--- config.mk ---
export PLATFORM = sky130hd
export DESIGN_NAME = matmul_output_collector_flat
export DESIGN_NICKNAME = d
export VERILOG_FILES = /design/src/rtl/matmul_output_collector_if.sv /design/src/rtl/matmul_output_collector.sv /design/src/flat_wrapper.sv
export SDC_FILE = /design/constraint.sdc
export NUM_CORES = 1
export LEC_CHECK = 0
export ABC_CLOCK_PERIOD_IN_PS = 10060
export BUFFER_PORTS_ARGS = -buffer_cell sky130_fd_sc_hd__buf_2
export CAP_MARGIN = 20
export CORE_ASPECT_RATIO = 1.5
export CORE_MARGIN = 2
export CORE_UTILIZATION = 54
export DETAILED_ROUTE_END_ITERATION = 10
export GPL_ROUTABILITY_DRIVEN = 0
export PLACE_DENSITY = 0.76
export SYNTH_ARGS = -nofsm -noshare
export SYNTH_HDL_FRONTEND = slang
export SYNTH_SLANG_ARGS = --single-unit
export TNS_END_PERCENT = 100
--- constraint.sdc ---
create_clock -name clk -period 10.06 [get_ports clk]
set_input_delay 1.006 -clock clk [delete_from_list [all_inputs] [get_ports clk]]
set_output_delay 1.006 -clock clk [all_outputs]
set_load 0.01 [all_outputs]
--- src/rtl/matmul_output_collector_if.sv ---
// ---------------------------------------------------------------------------
// matmul_output_collector_if
//   Output-memory write port used by the matmul output collector.
//   The collector presents one packed result row per request and holds it
//   until the memory acknowledges it.
//
//   mem_wr_req  master->slave  write request (row valid)
//   mem_wr_ack  slave->master  row accepted this cycle
//   mem_addr    master->slave  32-bit row address
//   mem_data    master->slave  COLS*WORD_SIZE packed row, column 0 in the LSBs
// ---------------------------------------------------------------------------
interface matmul_output_collector_if #(
  parameter int COLS      = 4,
  parameter int WORD_SIZE = 16
);
  logic                      mem_wr_req;
  logic                      mem_wr_ack;
  logic [31:0]               mem_addr;
  logic [COLS*WORD_SIZE-1:0] mem_data;

  modport master (output mem_wr_req, output mem_addr, output mem_data, input  mem_wr_ack);
  modport slave  (input  mem_wr_req, input  mem_addr, input  mem_data, output mem_wr_ack);
endinterface

--- src/rtl/matmul_output_collector.sv ---
// ---------------------------------------------------------------------------
// matmul_output_collector
//   Collects held, staggered per-column results from the systolic array or
//   the proxy (repair) path, accumulates them over K-tile passes, then writes
//   the ROWS x COLS result matrix to memory one row per request/ack.
//
//   Ports
//     clk, rst          clock, synchronous active-high reset
//     stall             freezes capture and hold counters
//     fsm_done          all passes complete; start write-out (ACCUM only)
//     sa_valid/sa_data  per-column array results (column c at [c*W +: W])
//     proxy_valid/data  per-column proxy results, same packing
//     proxy_sel         1 = column sourced from proxy path
//     mem               write port (matmul_output_collector_if.master)
//     wr_output_rdy     high while results may be accepted
//     wr_output_done    one-cycle pulse after the last row is accepted
//     incomplete        sticky: a column was mid-pass at fsm_done
//     overflow          sticky: an element was clamped at write-out
//
//   Build option: define OUTCTRL_SATURATE_EN to clamp each element to the
//   signed WORD_SIZE range at write-out (and flag overflow). Without it the
//   low WORD_SIZE bits are written and overflow stays 0.
// ---------------------------------------------------------------------------
module matmul_output_collector #(
  parameter int          ROWS        = 4,
  parameter int          COLS        = 4,
  parameter int          WORD_SIZE   = 16,
  parameter int          ACC_WIDTH   = 32,
  parameter int          HOLD_CYCLES = 2,
  parameter logic [31:0] BASE_ADDR   = 32'h0,
  parameter logic [31:0] ADDR_INCR   = 32'd4
) (
  input  logic                      clk,
  input  logic                      rst,
  input  logic                      stall,
  input  logic                      fsm_done,
  input  logic [COLS-1:0]           sa_valid,
  input  logic [COLS*WORD_SIZE-1:0] sa_data,
  input  logic [COLS-1:0]           proxy_valid,
  input  logic [COLS*WORD_SIZE-1:0] proxy_data,
  input  logic [COLS-1:0]           proxy_sel,
  matmul_output_collector_if.master mem,
  output logic                      wr_output_rdy,
  output logic                      wr_output_done,
  output logic                      incomplete,
  output logic                      overflow
);

  localparam int RW = (ROWS > 1) ? $clog2(ROWS) : 1;
  localparam int HW = (HOLD_CYCLES > 1) ? $clog2(HOLD_CYCLES) : 1;

  localparam logic [1:0] ST_ACCUM = 2'd0;
  localparam logic [1:0] ST_WRITE = 2'd1;
  localparam logic [1:0] ST_CLEAR = 2'd2;

`ifdef OUTCTRL_SATURATE_EN
  localparam logic signed [ACC_WIDTH-1:0] SAT_MAX = ACC_WIDTH'((64'sd1 <<< (WORD_SIZE - 1)) - 64'sd1);
  localparam logic signed [ACC_WIDTH-1:0] SAT_MIN = -SAT_MAX - 1;
  logic [COLS-1:0] clip;
`endif

  logic [1:0]               state_q;
  logic [RW-1:0]            row_idx_q;
  logic                     incomplete_q;
  logic                     overflow_q;
  logic [COLS-1:0]          row_pending;
  logic [COLS*WORD_SIZE-1:0] row_data;

  genvar gi;
  generate
    for (gi = 0; gi < COLS; gi++) begin : g_col
      logic [HW-1:0]                hold_cnt_q;
      logic [RW-1:0]                row_cnt_q;
      logic [RW-1:0]                row_cnt_d;
      logic signed [ACC_WIDTH-1:0]  acc_q [ROWS];
      logic                         src_valid;
      logic signed [WORD_SIZE-1:0]  src_data;
      logic                         capture;

      assign src_valid = proxy_sel[gi] ? proxy_valid[gi] : sa_valid[gi];
      assign src_data  = proxy_sel[gi] ? proxy_data[gi*WORD_SIZE +: WORD_SIZE]
                                       : sa_data[gi*WORD_SIZE +: WORD_SIZE];
      // Only the first cycle of each held result is captured.
      assign capture   = (state_q == ST_ACCUM) && src_valid && !stall && (hold_cnt_q == '0);

      always_comb begin
        row_cnt_d = row_cnt_q;
        if (capture) begin
          row_cnt_d = (row_cnt_q == RW'(ROWS - 1)) ? '0 : row_cnt_q + RW'(1);
        end
      end

      // Uses the post-capture count so a pass finishing in the fsm_done
      // cycle is not flagged as incomplete.
      assign row_pending[gi] = (row_cnt_d != '0);

      always_ff @(posedge clk) begin
        if (rst || state_q == ST_CLEAR) begin
          hold_cnt_q <= '0;
          row_cnt_q  <= '0;
          for (int r = 0; r < ROWS; r++) begin
            acc_q[r] <= '0;
          end
        end else if (state_q == ST_ACCUM) begin
          if (!src_valid) begin
            hold_cnt_q <= '0;
          end else if (!stall) begin
            hold_cnt_q <= (hold_cnt_q == HW'(HOLD_CYCLES - 1)) ? '0 : hold_cnt_q + HW'(1);
          end
          if (capture) begin
            // Size cast of a signed operand sign-extends; the sum wraps.
            acc_q[row_cnt_q] <= acc_q[row_cnt_q] + ACC_WIDTH'(src_data);
          end
          row_cnt_q <= row_cnt_d;
        end
      end

`ifdef OUTCTRL_SATURATE_EN
      logic signed [ACC_WIDTH-1:0] rd_acc;
      assign rd_acc   = acc_q[row_idx_q];
      assign clip[gi] = (rd_acc > SAT_MAX) || (rd_acc < SAT_MIN);
      assign row_data[gi*WORD_SIZE +: WORD_SIZE] =
          (rd_acc > SAT_MAX) ? SAT_MAX[WORD_SIZE-1:0] :
          (rd_acc < SAT_MIN) ? SAT_MIN[WORD_SIZE-1:0] : rd_acc[WORD_SIZE-1:0];
`else
      assign row_data[gi*WORD_SIZE +: WORD_SIZE] = acc_q[row_idx_q][WORD_SIZE-1:0];
`endif
    end
  endgenerate

  always_ff @(posedge clk) begin
    if (rst) begin
      state_q      <= ST_ACCUM;
      row_idx_q    <= '0;
      incomplete_q <= 1'b0;
      overflow_q   <= 1'b0;
    end else begin
      case (state_q)
        ST_ACCUM: begin
          if (fsm_done) begin
            state_q   <= ST_WRITE;
            row_idx_q <= '0;
            if (|row_pending) incomplete_q <= 1'b1;
          end
        end
        ST_WRITE: begin
`ifdef OUTCTRL_SATURATE_EN
          if (|clip) overflow_q <= 1'b1;
`endif
          if (mem.mem_wr_ack) begin
            if (row_idx_q == RW'(ROWS - 1)) begin
              state_q <= ST_CLEAR;
            end else begin
              row_idx_q <= row_idx_q + RW'(1);
            end
          end
        end
        ST_CLEAR: state_q <= ST_ACCUM;
        default:  state_q <= ST_ACCUM;
      endcase
    end
  end

  assign mem.mem_wr_req = (state_q == ST_WRITE);
  assign mem.mem_addr   = (state_q == ST_WRITE) ? BASE_ADDR + 32'(row_idx_q) * ADDR_INCR : '0;
  assign mem.mem_data   = (state_q == ST_WRITE) ? row_data : '0;

  // Ready comes back together with the done pulse, i.e. during the clear
  // cycle, so upstream may restart without waiting an extra cycle.
  assign wr_output_rdy  = (state_q != ST_WRITE);
  assign wr_output_done = (state_q == ST_CLEAR);
  assign incomplete     = incomplete_q;
`ifdef OUTCTRL_SATURATE_EN
  assign overflow       = overflow_q;
`else
  assign overflow       = 1'b0;
`endif

endmodule

--- src/flat_wrapper.sv ---
// flat-port wrapper written by rule: the top's interface ports become plain ports
module matmul_output_collector_flat 
#(
  parameter int          ROWS        = 4,
  parameter int          COLS        = 4,
  parameter int          WORD_SIZE   = 16,
  parameter int          ACC_WIDTH   = 32,
  parameter int          HOLD_CYCLES = 2,
  parameter logic [31:0] BASE_ADDR   = 32'h0,
  parameter logic [31:0] ADDR_INCR   = 32'd4
)
  (clk, rst, stall, fsm_done, sa_valid, sa_data, proxy_valid, proxy_data, proxy_sel, wr_output_rdy, wr_output_done, incomplete, overflow, mem_mem_wr_req, mem_mem_addr, mem_mem_data, mem_mem_wr_ack);
  matmul_output_collector_if #(.COLS(COLS), .WORD_SIZE(WORD_SIZE)) mem_i ();
  input  logic clk;
  input  logic rst;
  input  logic stall;
  input  logic fsm_done;
  input  logic [COLS-1:0] sa_valid;
  input  logic [COLS*WORD_SIZE-1:0] sa_data;
  input  logic [COLS-1:0] proxy_valid;
  input  logic [COLS*WORD_SIZE-1:0] proxy_data;
  input  logic [COLS-1:0] proxy_sel;
  output logic wr_output_rdy;
  output logic wr_output_done;
  output logic incomplete;
  output logic overflow;
  output wire logic [$bits(mem_i.mem_wr_req)-1:0] mem_mem_wr_req;
  output wire logic [$bits(mem_i.mem_addr)-1:0] mem_mem_addr;
  output wire logic [$bits(mem_i.mem_data)-1:0] mem_mem_data;
  input wire logic [$bits(mem_i.mem_wr_ack)-1:0] mem_mem_wr_ack;
  assign mem_mem_wr_req = mem_i.mem_wr_req;
  assign mem_mem_addr = mem_i.mem_addr;
  assign mem_mem_data = mem_i.mem_data;
  assign mem_i.mem_wr_ack = mem_mem_wr_ack;
  matmul_output_collector #(.ROWS(ROWS), .COLS(COLS), .WORD_SIZE(WORD_SIZE), .ACC_WIDTH(ACC_WIDTH), .HOLD_CYCLES(HOLD_CYCLES), .BASE_ADDR(BASE_ADDR), .ADDR_INCR(ADDR_INCR)) u_core (.clk(clk), .rst(rst), .stall(stall), .fsm_done(fsm_done), .sa_valid(sa_valid), .sa_data(sa_data), .proxy_valid(proxy_valid), .proxy_data(proxy_data), .proxy_sel(proxy_sel), .mem(mem_i), .wr_output_rdy(wr_output_rdy), .wr_output_done(wr_output_done), .incomplete(incomplete), .overflow(overflow));
endmodule
==> results_tabular.tex, run 1 <==
\begin{tabular}{lr}
\hline
Metric & Value \\
\hline
\multicolumn{2}{l}{\textbf{Floorplanning}} \\
Area of the die & 34300 µm² \\
Initial Utilization & 0.545 \\
Std-Cell Core Area & 32500 µm² \\
Width of the chip & between 150 and 200 µm \\
I/O pin count & 246 \\
Number of rows created at floorplan & 81 \\
Die height & 226 µm \\
\multicolumn{2}{l}{\textbf{Outcome}} \\
Status & finished, final reports clean \\
\multicolumn{2}{l}{\textbf{Global route}} \\
Gr ovfl total & 0 \\
Antenna violations before repair & 0 \\
GR Util All Layers & 0.249 \\
Pin count of the biggest net entering global routing & 67 \\
Wire length of the first global-routing pass & 67.2 mm \\
Vias in the first global route & 12.6k \\
\multicolumn{2}{l}{\textbf{Worst setup path}} \\
Nature of the critical path endpoint & output pin \\
Startpoint Class & flip-flop \\
Kind of cell adding the most delay to the critical path & buffers and inverters \\
Beginning of the worst register-to-register path & u\_core.state\_q[1] \\
Max FO, Critical Path & 33 \\
Worst path bufs/invs & 2 \\
Slowest stage cell on the critical path & sky130\_fd\_sc\_hd\_\_dfxtp\_4 \\
Critical setup path kind & flip-flop to output pin \\
Critical path, cell by cell & buf\_4, mux4\_2, and2\_1, buf\_2 \\
Longest individual stage delay on the worst path & 810 ps \\
Critical Path RT & 9050 ps \\
Arrival @ worst endpoint & about 3000 ps \\
\multicolumn{2}{l}{\textbf{Final layout}} \\
Total Nets Final & 1860 \\
Fraction of final layout cells with drive strength greater than 1 & 0.275 \\
Design area & between 15000 and 20000 µm² \\
Sequential cell area & 8230 µm² \\
Commonest cells after routing, fill and taps aside & sky130\_fd\_sc\_hd\_\_nor2\_1, sky130\_fd\_sc\_hd\_\_edfxtp\_1, sky130\_fd\_sc\_hd\_\_buf\_2 \\
Antenna fix cells & 0 \\
Area of combinational cells with multiple inputs & 8850 µm² \\
Most common library cell in the layout ignoring fill and taps & sky130\_fd\_sc\_hd\_\_nor2\_1 \\
Filler Cells Inserted & 2594 \\
Synth-to-Final Area Change & 11.0\% \\
\multicolumn{2}{l}{\textbf{Yosys}} \\
Async SR Flop Fraction & 0 \\
Library cells used by synthesis & 63 \\
Mean cell area of the mapped netlist & 11.9 µm² \\
Leading register cell type out of synthesis & sky130\_fd\_sc\_hd\_\_edfxtp\_1 \\
Number of flip-flops and latches in the synthesized netlist & 283 \\
Number of instances in the synthesized netlist & 1492 \\
Post-Syn Area & 17700 µm² \\
Synth warnings & 0 \\
Proportion of synthesized chip area in sequential cells & 0.464 \\
Number of enable flip-flop cells after synthesis & $\sim$260 \\
\multicolumn{2}{l}{\textbf{STA}} \\
Unrepaired setup endpoints after global routing & no \\
Final worst clock skew & $\sim$11 ps \\
Final hold violations & 0 \\
Worst slew margin relative to its limit & 0.323 \\
Period utilisation layout & 0.401 \\
Final number of setup-violating endpoints & 0 \\
Total negative slack for setup checks & 0 ps \\
Clock period minus worst slack & 4040 ps \\
Number of pins exceeding their max-slew limit in the final report & 0 \\
Peak clock frequency supported by timing & 0.248 GHz \\
Transition at the pin with the smallest max-transition slack & 1020 ps \\
\multicolumn{2}{l}{\textbf{Placement}} \\
Port Buf Inserts & 214 \\
Placed Instance Area & 18800 µm² \\
DP Wirelength & 29.9 mm \\
\multicolumn{2}{l}{\textbf{Min path}} \\
Hold Path Class & flip-flop to flip-flop \\
Start point of the worst hold path & u\_core.incomplete \\
\multicolumn{2}{l}{\textbf{Route}} \\
\# DRC & 0 \\
Routed via count & 12.7k \\
Routed WL per cell & 20.7 µm \\
Total detailed-routing wirelength & 43.1 mm \\
Post-DRT Antenna Nets & 0 \\
Number of vias per cell & 6.12 \\
Detailed router's first-iteration violation count & between 1k and 1.5k \\
Number of iterations in the first detailed-routing pass & 5 \\
\multicolumn{2}{l}{\textbf{Pwr}} \\
Largest vdd supply drop & between 0.1 and 0.15 mV \\
Design Power & $\sim$0.0032 W \\
Power per Cell Area & 162 nW/µm² \\
Leakage component of the power & about 7.9 nW \\
\multicolumn{2}{l}{\textbf{CTS}} \\
Quantity of hold-fixing buffers added after cts & 0 \\
Num CTS Buffers & 27 \\
TritonCTS clock tree & yes \\
Buffer type at the clock tree root & sky130\_fd\_sc\_hd\_\_clkbuf\_16 \\
Clk sinks & 283 \\
Clock-pin slew on the worst setup and hold paths & 60 ps \\
Max clock buf depth & 3 \\
Resized Gates After CTS & 0 \\
Post-CTS setup buffer count & 0 \\
Clk Latency, worst-skew pair & 550 ps \\
Count of H-tree levels built during CTS & 1 \\
\multicolumn{2}{l}{\textbf{Run}} \\
Reported max-cap violation count & 0 \\
\hline
\end{tabular}
final cells by class:
type / count / area share
clock inverters: 11 / 0.00572
multi-input cells: 1087 / 0.449
clock buffers: 38 / 0.0380
repair buffers: 224 / 0.0582
inverters: 23 / 0.00438
well taps: 415 / 0.0264
flip-flops and latches: 283 / 0.418
worst paths after layout:
path,to,slack (ps),cells past startpoint
max reg2reg,u_core.g_col[0].acc_q[0][14],6060,5
max,mem_mem_data[11],6020,4
min,u_core.incomplete,490,2
min reg2reg,u_core.incomplete,490,2
power by group:
| group | internal, W | switching [W] |
|---|---|---|
| clock network | 0.000571 | 0.000439 |
| registers | 0.00135 | 0.0000429 |
| logic | 0.000325 | 0.000471 |
| total | 0.00225 | 0.000953 |
cells by family (layout without fill, tap and decap cells):
family / count (synthesis) / after routing / synth area share
AO/OA/AOI/OAI: 201 / 201 / 0.0719
buffers and inverters: 152 / 296 / 0.0436
adder cells (fa/ha/maj): 69 / 69 / 0.0504
multiplexers: 206 / 206 / 0.211
flip-flops: 283 / 283 / 0.464
AND/OR/NAND/NOR: 529 / 529 / 0.134
XOR/XNOR: 51 / 51 / 0.0252
other: 1 / 31 / 0.000211
sequential cells by signal (all words and copies together) (netlist names), named ones only:
name / cells
u_core.incomplete: 1
u_core.state_q: 2
u_core.row_idx_q: 2
u_core.g_col.acc_q: 256
u_core.g_col.hold_cnt_q: 4
u_core.g_col.row_cnt_q: 8
worst reg2reg max path: stages (launching register included):
cell	delay (ps)
sky130_fd_sc_hd__dfxtp_1	530
sky130_fd_sc_hd__or3_4	520
sky130_fd_sc_hd__or2_1	330
sky130_fd_sc_hd__or3_1	720
sky130_fd_sc_hd__or3_1	770
sky130_fd_sc_hd__nand2_1	750
routing by layer:
| metal | GRT usage | part of all wire | vias to the layer above |
|---|---|---|---|
| met3 | 0.0230 | 0.058 | 80 |
| met4 | 0.0778 | 0.026 | 0 |
| met1 | 0.295 | 0.36 | 6329 |
| li1 | - | - | 5837 |
| met5 | 0 | 0 | - |
| met2 | 0.476 | 0.55 | 482 |
cell usage after synthesis (22+ instances only):
master / n / area [µm²]
sky130_fd_sc_hd__inv_1: 23 / 86.3
sky130_fd_sc_hd__nand2_1: 56 / 210
sky130_fd_sc_hd__buf_4: 31 / 233
sky130_fd_sc_hd__a21o_1: 31 / 233
sky130_fd_sc_hd__mux2_2: 61 / 687
sky130_fd_sc_hd__nor2_1: 299 / 1120
sky130_fd_sc_hd__xnor2_1: 26 / 228
sky130_fd_sc_hd__mux4_2: 128 / 2880
sky130_fd_sc_hd__edfxtp_1: 256 / 7690
sky130_fd_sc_hd__nand3_1: 22 / 110
sky130_fd_sc_hd__o21ai_0: 33 / 165
sky130_fd_sc_hd__clkbuf_1: 68 / 255
sky130_fd_sc_hd__a21oi_1: 73 / 365
sky130_fd_sc_hd__nor3_1: 33 / 165
sky130_fd_sc_hd__dfxtp_1: 27 / 541
sky130_fd_sc_hd__xor2_1: 25 / 219
sky130_fd_sc_hd__and2_1: 68 / 425
sky130_fd_sc_hd__ha_1: 65 / 813
stage by stage:
stage,worst slack (ps),hold slack (ps),util,std cells
2_1_floorplan,6150,474,-,1522
3_3_place_gp,5680,468,0.579,2032
3_5_place_dp,5600,473,0.579,2032
4_1_cts,5910,481,0.605,2081
5_1_grt,5770,488,0.605,2081
6_report,6020,486,0.605,2081
Power figures use the tool's default switching activity.
==> run 2, diff against run 1 <==
ABC_CLOCK_PERIOD_IN_PS = 3850   (was 10060)
clock period = 3.85 ns   (was 10.06 ns; I/O delays follow)
==> run 2 against run 1 <==
Compared with the run above:
- via count up 0.23%
- register-to-register slack got worse by 5500 ps
- global-route usage is essentially flat
- design area increased by 1.8%
- core utilization grew 1.1 points
- critical path depth up 5
- largest cell class unchanged
- sequential cell count did not move
- clock power up 150%
- count of clock-buffer cells in the layout decreased by 6
==> results_tabular.tex, run 2 (synthesis results as in run 1) <==
\begin{tabular}{lr}
\hline
Metric & Value \\
\hline
\multicolumn{2}{l}{\textbf{Run}} \\
Reported max-cap violation count & 0 \\
\multicolumn{2}{l}{\textbf{STA}} \\
Final worst clock skew & between 15 and 20 ps \\
Total negative slack for setup checks & 0 ps \\
Clock period minus worst slack & 3340 ps \\
Transition at the pin with the smallest max-transition slack & $\sim$920 ps \\
Peak clock frequency supported by timing & between 0.2 and 0.3 GHz \\
Unrepaired setup endpoints after global routing & no \\
Final number of setup-violating endpoints & 0 \\
Final hold violations & 0 \\
Period utilisation layout & 0.866 \\
Number of pins exceeding their max-slew limit in the final report & 0 \\
Worst slew margin relative to its limit & 0.382 \\
\multicolumn{2}{l}{\textbf{Final layout}} \\
Antenna fix cells & 0 \\
Synth-to-Final Area Change & 13.1\% \\
Total Nets Final & between 1.5k and 2k \\
Commonest cells after routing, fill and taps aside & sky130\_fd\_sc\_hd\_\_nor2\_1, sky130\_fd\_sc\_hd\_\_edfxtp\_1, sky130\_fd\_sc\_hd\_\_buf\_2 \\
Most common library cell in the layout ignoring fill and taps & sky130\_fd\_sc\_hd\_\_nor2\_1 \\
Register bank with the most flops & u\_core.g\_col.acc\_q \\
Regs by FF count & u\_core.g\_col.acc\_q (256), u\_core.g\_col.row\_cnt\_q (8), u\_core.g\_col.hold\_cnt\_q (4) \\
Sequential cell area & 8230 µm² \\
Fraction of final layout cells with drive strength greater than 1 & 0.298 \\
Area of combinational cells with multiple inputs & 8850 µm² \\
Largest register FFs & 256 \\
Filler Cells Inserted & between 2k and 3k \\
\multicolumn{2}{l}{\textbf{Placement}} \\
Port Buf Inserts & 214 \\
DP Wirelength & 29.9 mm \\
\multicolumn{2}{l}{\textbf{Worst setup path}} \\
Nature of the critical path endpoint & flip-flop \\
Critical Path RT & 4140 ps \\
Startpoint Class & flip-flop \\
Arrival @ worst endpoint & 3620 ps \\
Critical setup path kind & flip-flop to flip-flop \\
Max FO, Critical Path & 11 \\
\multicolumn{2}{l}{\textbf{Min path}} \\
Hold Path Class & input pin to flip-flop \\
\multicolumn{2}{l}{\textbf{Pwr}} \\
Power per Cell Area & 410 nW/µm² \\
Net switching power of the design & around 0.0024 W \\
Net switching share of the total power & 0.297 \\
Design Power & roughly 0.008 W \\
Share of power burned in the clock network & 0.305 \\
Leakage component of the power & 8.12 nW \\
Share of total power in combinational logic & 0.255 \\
Largest vdd supply drop & approximately 0.36 mV \\
Pint & 0.00577 W \\
Seq pwr share & 0.441 \\
\multicolumn{2}{l}{\textbf{Global route}} \\
Pin count of the biggest net entering global routing & 65 \\
Gr ovfl total & 0 \\
GR Util All Layers & 0.249 \\
Wire length of the first global-routing pass & 67.2 mm \\
Antenna violations before repair & 0 \\
Vias in the first global route & 12.9k \\
\multicolumn{2}{l}{\textbf{Route}} \\
Routed via count & around 13k \\
\# DRC & 0 \\
Post-DRT Antenna Nets & 0 \\
Number of vias per cell & 5.99 \\
Number of iterations in the first detailed-routing pass & 5 \\
Detailed router's first-iteration violation count & slightly above 900 \\
Total detailed-routing wirelength & 43.2 mm \\
Routed WL per cell & 20.3 µm \\
\multicolumn{2}{l}{\textbf{CTS}} \\
Clk sinks & 283 \\
Count of H-tree levels built during CTS & 1 \\
TritonCTS clock tree & yes \\
Buffer type at the clock tree root & sky130\_fd\_sc\_hd\_\_clkbuf\_16 \\
Post-CTS setup buffer count & 0 \\
Clk Latency, worst-skew pair & 550 ps \\
Resized Gates After CTS & 0 \\
Clock-pin slew on the worst setup and hold paths & 70 ps \\
Max clock buf depth & 3 \\
Quantity of hold-fixing buffers added after cts & 0 \\
Num CTS Buffers & 26 \\
\multicolumn{2}{l}{\textbf{Floorplanning}} \\
Die height & 226 µm \\
Initial Utilization & 0.545 \\
I/O pin count & 246 \\
Number of rows created at floorplan & 81 \\
Width of the chip & 152 µm \\
Area of the die & 34300 µm² \\
Std-Cell Core Area & 32500 µm² \\
\multicolumn{2}{l}{\textbf{Outcome}} \\
Status & finished, final reports clean \\
\hline
\end{tabular}
## run 2: changes by cell type in the layout (fill, tap and decap cells not counted)
cell / previous run / this run
sky130_fd_sc_hd__clkinv_2: 5 / 7
sky130_fd_sc_hd__clkbuf_16: 28 / 27
sky130_fd_sc_hd__clkinv_4: 1 / 0
sky130_fd_sc_hd__buf_12: 0 / 3
sky130_fd_sc_hd__clkbuf_1: 9 / 4
sky130_fd_sc_hd__bufinv_16: 2 / 1
sky130_fd_sc_hd__inv_8: 1 / 0
sky130_fd_sc_hd__clkinv_1: 3 / 4
sky130_fd_sc_hd__buf_4: 10 / 56
sky130_fd_sc_hd__clkinvlp_4: 0 / 5
## run 2: power by group through the flow
stage	combinational [W]	clock, W	sequential [W]
after floorplan	0.00158	0	0.00364
after global placement	0.00204	0	0.00366
after detailed placement	0.00207	0	0.00368
after CTS	0.00208	0.00255	0.00362
after global routing	0.00230	0.00267	0.00364
final	0.00209	0.00250	0.00362
## run 2: path summary, 6_finish.rpt
kind | slack [ps] | cells past startpoint | endpoint | start
worst min-delay path | 90 | 2 | u_core.state_q[0] | mem_mem_wr_ack
worst max register to register | 510 | 9 | u_core.g_col[0].acc_q[2][15] | flip-flop
worst max-delay path | 510 | 9 | u_core.g_col[0].acc_q[2][15] | flip-flop
worst min register to register | 510 | 2 | u_core.incomplete | u_core.incomplete
## run 2: layer usage
metal / share of wire / GRT usage / up-vias
met2: 0.53 / 0.462 / 478
met1: 0.38 / 0.304 / 6279
met4: 0.026 / 0.0826 / 0
met5: 0 / 0 / -
li1: - / - / 5928
met3: 0.058 / 0.0246 / 72
## run 2: area by class of cell
type	instances	area share
Clock inverter	16	0.00568
Clock buffer	32	0.0351
Sequential cell	283	0.411
Tap cell	415	0.0259
Timing Repair Buffer	273	0.0774
Inverter	23	0.00430
Multi-Input combinational cell	1087	0.441
## run 2: worst max-delay path, cell delays in order (launching register included)
cell and delay (ps):
sky130_fd_sc_hd__dfxtp_1 740, sky130_fd_sc_hd__buf_4 290, sky130_fd_sc_hd__mux4_2 320, sky130_fd_sc_hd__ha_1 420, sky130_fd_sc_hd__a21oi_1 220, sky130_fd_sc_hd__o221ai_1 180, sky130_fd_sc_hd__nor3_1 330, sky130_fd_sc_hd__o21ai_0 170
sky130_fd_sc_hd__xnor2_1 310, sky130_fd_sc_hd__nor2_1 100
## run 2: through the flow
| step | hold WS, ps | setup WS, ps | utilization | instances | area [µm²] |
|---|---|---|---|---|---|
| after detailed placement | 500 | 574 | 0.591 | 2081 | 19200 |
| after global routing | 74.6 | 278 | 0.616 | 2129 | 20100 |
| after CTS | 60.4 | 538 | 0.616 | 2129 | 20100 |
| after floorplan | 474 | 187 | - | 1522 | 17800 |
| final | 86.0 | 514 | 0.616 | 2129 | 20100 |
| after global placement | 493 | 602 | 0.591 | 2081 | 19200 |
==> run 3, diff against run 2 <==
ABC_CLOCK_PERIOD_IN_PS = 3700   (was 3850)
clock period = 3.7 ns   (was 3.85 ns; I/O delays follow)
==> run 3 against run 2 <==
Compared with the run above:
- clock skew decreased by 2.1 ps
- highest routed layer unchanged
- global-route usage up 0.24 points
- largest power group unchanged
- clock power is 4% higher
- largest cell class unchanged
==> results_tabular.tex, run 3 (synthesis results as in run 1) <==
\begin{tabular}{lr}
\hline
Metric & Value \\
\hline
\multicolumn{2}{l}{\textbf{STA}} \\
Unrepaired setup endpoints after global routing & no \\
Transition at the pin with the smallest max-transition slack & 923 ps \\
Worst slew margin relative to its limit & 0.383 \\
Final worst clock skew & 17.7 ps \\
Number of pins exceeding their max-slew limit in the final report & 0 \\
Peak clock frequency supported by timing & 0.303 GHz \\
Worst Hold Slack & 72.8 ps \\
Clock period minus worst slack & 3300 ps \\
Total negative slack for setup checks & 0 ps \\
Final number of setup-violating endpoints & 0 \\
Period utilisation layout & 0.892 \\
Final hold violations & 0 \\
\multicolumn{2}{l}{\textbf{Worst setup path}} \\
Max FO, Critical Path & 15 \\
Kind of cell adding the most delay to the critical path & compound AO/OA/AOI/OAI gates \\
Nature of the critical path endpoint & flip-flop \\
Most Frequent Cell on Critical Path & sky130\_fd\_sc\_hd\_\_nor2\_1 \\
Startpoint Class & flip-flop \\
Critical Path RT & 3980 ps \\
Slowest stage cell on the critical path & sky130\_fd\_sc\_hd\_\_mux4\_2 \\
Critical path, cell by cell & buf\_4, mux4\_2, fa\_1, a211oi\_1, o21ai\_0, a21oi\_1, nor2\_1, xnor2\_1, nor2\_1 \\
Longest individual stage delay on the worst path & 590 ps \\
Worst path bufs/invs & 1 \\
Critical setup path kind & flip-flop to flip-flop \\
Arrival @ worst endpoint & 3580 ps \\
\multicolumn{2}{l}{\textbf{Global route}} \\
Vias in the first global route & 13.1k \\
GR Util All Layers & 0.251 \\
Pin count of the biggest net entering global routing & 34 \\
Wire length of the first global-routing pass & just under 70 mm \\
Antenna violations before repair & 0 \\
Gr ovfl total & 0 \\
\multicolumn{2}{l}{\textbf{CTS}} \\
Max clock buf depth & 3 \\
Quantity of hold-fixing buffers added after cts & 0 \\
Buffer type at the clock tree root & sky130\_fd\_sc\_hd\_\_clkbuf\_16 \\
Clk sinks & 283 \\
Num CTS Buffers & 27 \\
Resized Gates After CTS & 0 \\
Clk Latency, worst-skew pair & 560 ps \\
TritonCTS clock tree & yes \\
Clock-pin slew on the worst setup and hold paths & 60 ps \\
Count of H-tree levels built during CTS & 1 \\
Post-CTS setup buffer count & 0 \\
\multicolumn{2}{l}{\textbf{Final layout}} \\
Post-layout utilization of the core & 0.616 \\
Register bank with the most flops & u\_core.g\_col.acc\_q \\
Commonest cells after routing, fill and taps aside & sky130\_fd\_sc\_hd\_\_nor2\_1, sky130\_fd\_sc\_hd\_\_edfxtp\_1, sky130\_fd\_sc\_hd\_\_buf\_2 \\
Synth-to-Final Area Change & 12.9\% \\
Largest register FFs & roughly 260 \\
Fraction of final layout cells with drive strength greater than 1 & 0.294 \\
Regs by FF count & u\_core.g\_col.acc\_q (256), u\_core.g\_col.row\_cnt\_q (8), u\_core.g\_col.hold\_cnt\_q (4) \\
Non-filler instance count after layout & between 2k and 2.5k \\
Total Nets Final & 1908 \\
Most common library cell in the layout ignoring fill and taps & sky130\_fd\_sc\_hd\_\_nor2\_1 \\
\multicolumn{2}{l}{\textbf{Floorplanning}} \\
I/O pin count & 246 \\
Std-Cell Core Area & 32500 µm² \\
Die height & 226 µm \\
Area of the die & 34300 µm² \\
Width of the chip & 152 µm \\
Initial Utilization & 0.545 \\
Number of rows created at floorplan & just over 80 \\
\multicolumn{2}{l}{\textbf{Route}} \\
Routed WL per cell & $\sim$20 µm \\
Detailed router's first-iteration violation count & 733 \\
Total detailed-routing wirelength & between 40 and 50 mm \\
Routed via count & 12.9k \\
Post-DRT Antenna Nets & 0 \\
Number of iterations in the first detailed-routing pass & 5 \\
\# DRC & 0 \\
Number of vias per cell & between 6 and 7 \\
\multicolumn{2}{l}{\textbf{Pwr}} \\
Share of total power in combinational logic & 0.254 \\
Pint & between 0.006 and 0.007 W \\
Seq pwr share & 0.441 \\
Net switching share of the total power & 0.298 \\
Net switching power of the design & 0.00255 W \\
Leakage component of the power & 8.12 nW \\
Largest vdd supply drop & 0.389 mV \\
Power per Cell Area & between 400 and 500 nW/µm² \\
Share of power burned in the clock network & 0.306 \\
Design Power & 0.00855 W \\
\multicolumn{2}{l}{\textbf{Outcome}} \\
Status & finished, final reports clean \\
\multicolumn{2}{l}{\textbf{Placement}} \\
Port Buf Inserts & 214 \\
Number of placed instances, taps included & 2079 \\
DP Wirelength & 30.4 mm \\
\multicolumn{2}{l}{\textbf{Min path}} \\
Hold Path Class & input pin to flip-flop \\
\multicolumn{2}{l}{\textbf{Run}} \\
Reported max-cap violation count & 0 \\
\hline
\end{tabular}
-- run 3: changes by cell type in the layout (fill, tap and decap cells not counted) --
cell / change
sky130_fd_sc_hd__clkbuf_8: -1
sky130_fd_sc_hd__clkinvlp_4: -4
sky130_fd_sc_hd__clkinv_2: -1
sky130_fd_sc_hd__inv_6: +1
sky130_fd_sc_hd__buf_12: -1
sky130_fd_sc_hd__clkinvlp_2: +1
sky130_fd_sc_hd__diode_2: +1
sky130_fd_sc_hd__clkinv_1: -1
sky130_fd_sc_hd__clkbuf_1: +7
-- run 3: area by class of cell --
class	instances	area [µm²]
multi-input cells	1087	8850
clock inverters	12	88.8
repair buffers	272	1530
inverters	23	86.3
clock buffers	38	717
fillers	2626	12500
well taps	415	519
diodes	1	2.50
flip-flops and latches	283	8230
-- run 3: per-layer routing --
| metal | track usage | part of all wire |
|---|---|---|
| met4 | 0.0935 | 0.029 |
| met1 | 0.295 | 0.36 |
| met5 | 0 | 0 |
| met2 | 0.473 | 0.54 |
| met3 | 0.0282 | 0.062 |
-- run 3: power by group through the flow --
stage | Sequential, W | Clock, W | Combinational (W)
floorplan | 0.00378 | 0 | 0.00164
global placement | 0.00382 | 0 | 0.00211
detailed placement | 0.00384 | 0 | 0.00215
CTS | 0.00377 | 0.00265 | 0.00216
global route | 0.00379 | 0.00276 | 0.00239
finish | 0.00377 | 0.00261 | 0.00217
-- run 3: tightest hold or removal path: cells and delay by family --
kind,cells,cell delay [ps]
AND/OR/NAND/NOR,2,100
buffers and inverters,1,120
-- run 3: worst paths after layout --
| kind | endpoint | slack, ps | startpoint | cells after the start |
|---|---|---|---|---|
| max | u_core.g_col[0].acc_q[0][8] | 400 | flip-flop | 9 |
| max reg2reg | u_core.g_col[0].acc_q[0][8] | 400 | flip-flop | 9 |
| min | u_core.state_q[1] | 70 | mem_mem_wr_ack | 3 |
| min reg2reg | u_core.incomplete | 530 | u_core.incomplete | 2 |
-- run 3: metrics by stage --
step           cell area (µm²)  worst slack [ps]
3_3_place_gp             19200               520
6_report                 20000               400
3_5_place_dp             19200               435
4_1_cts                  20000               422
2_1_floorplan            17800              36.9
5_1_grt                  20000               200
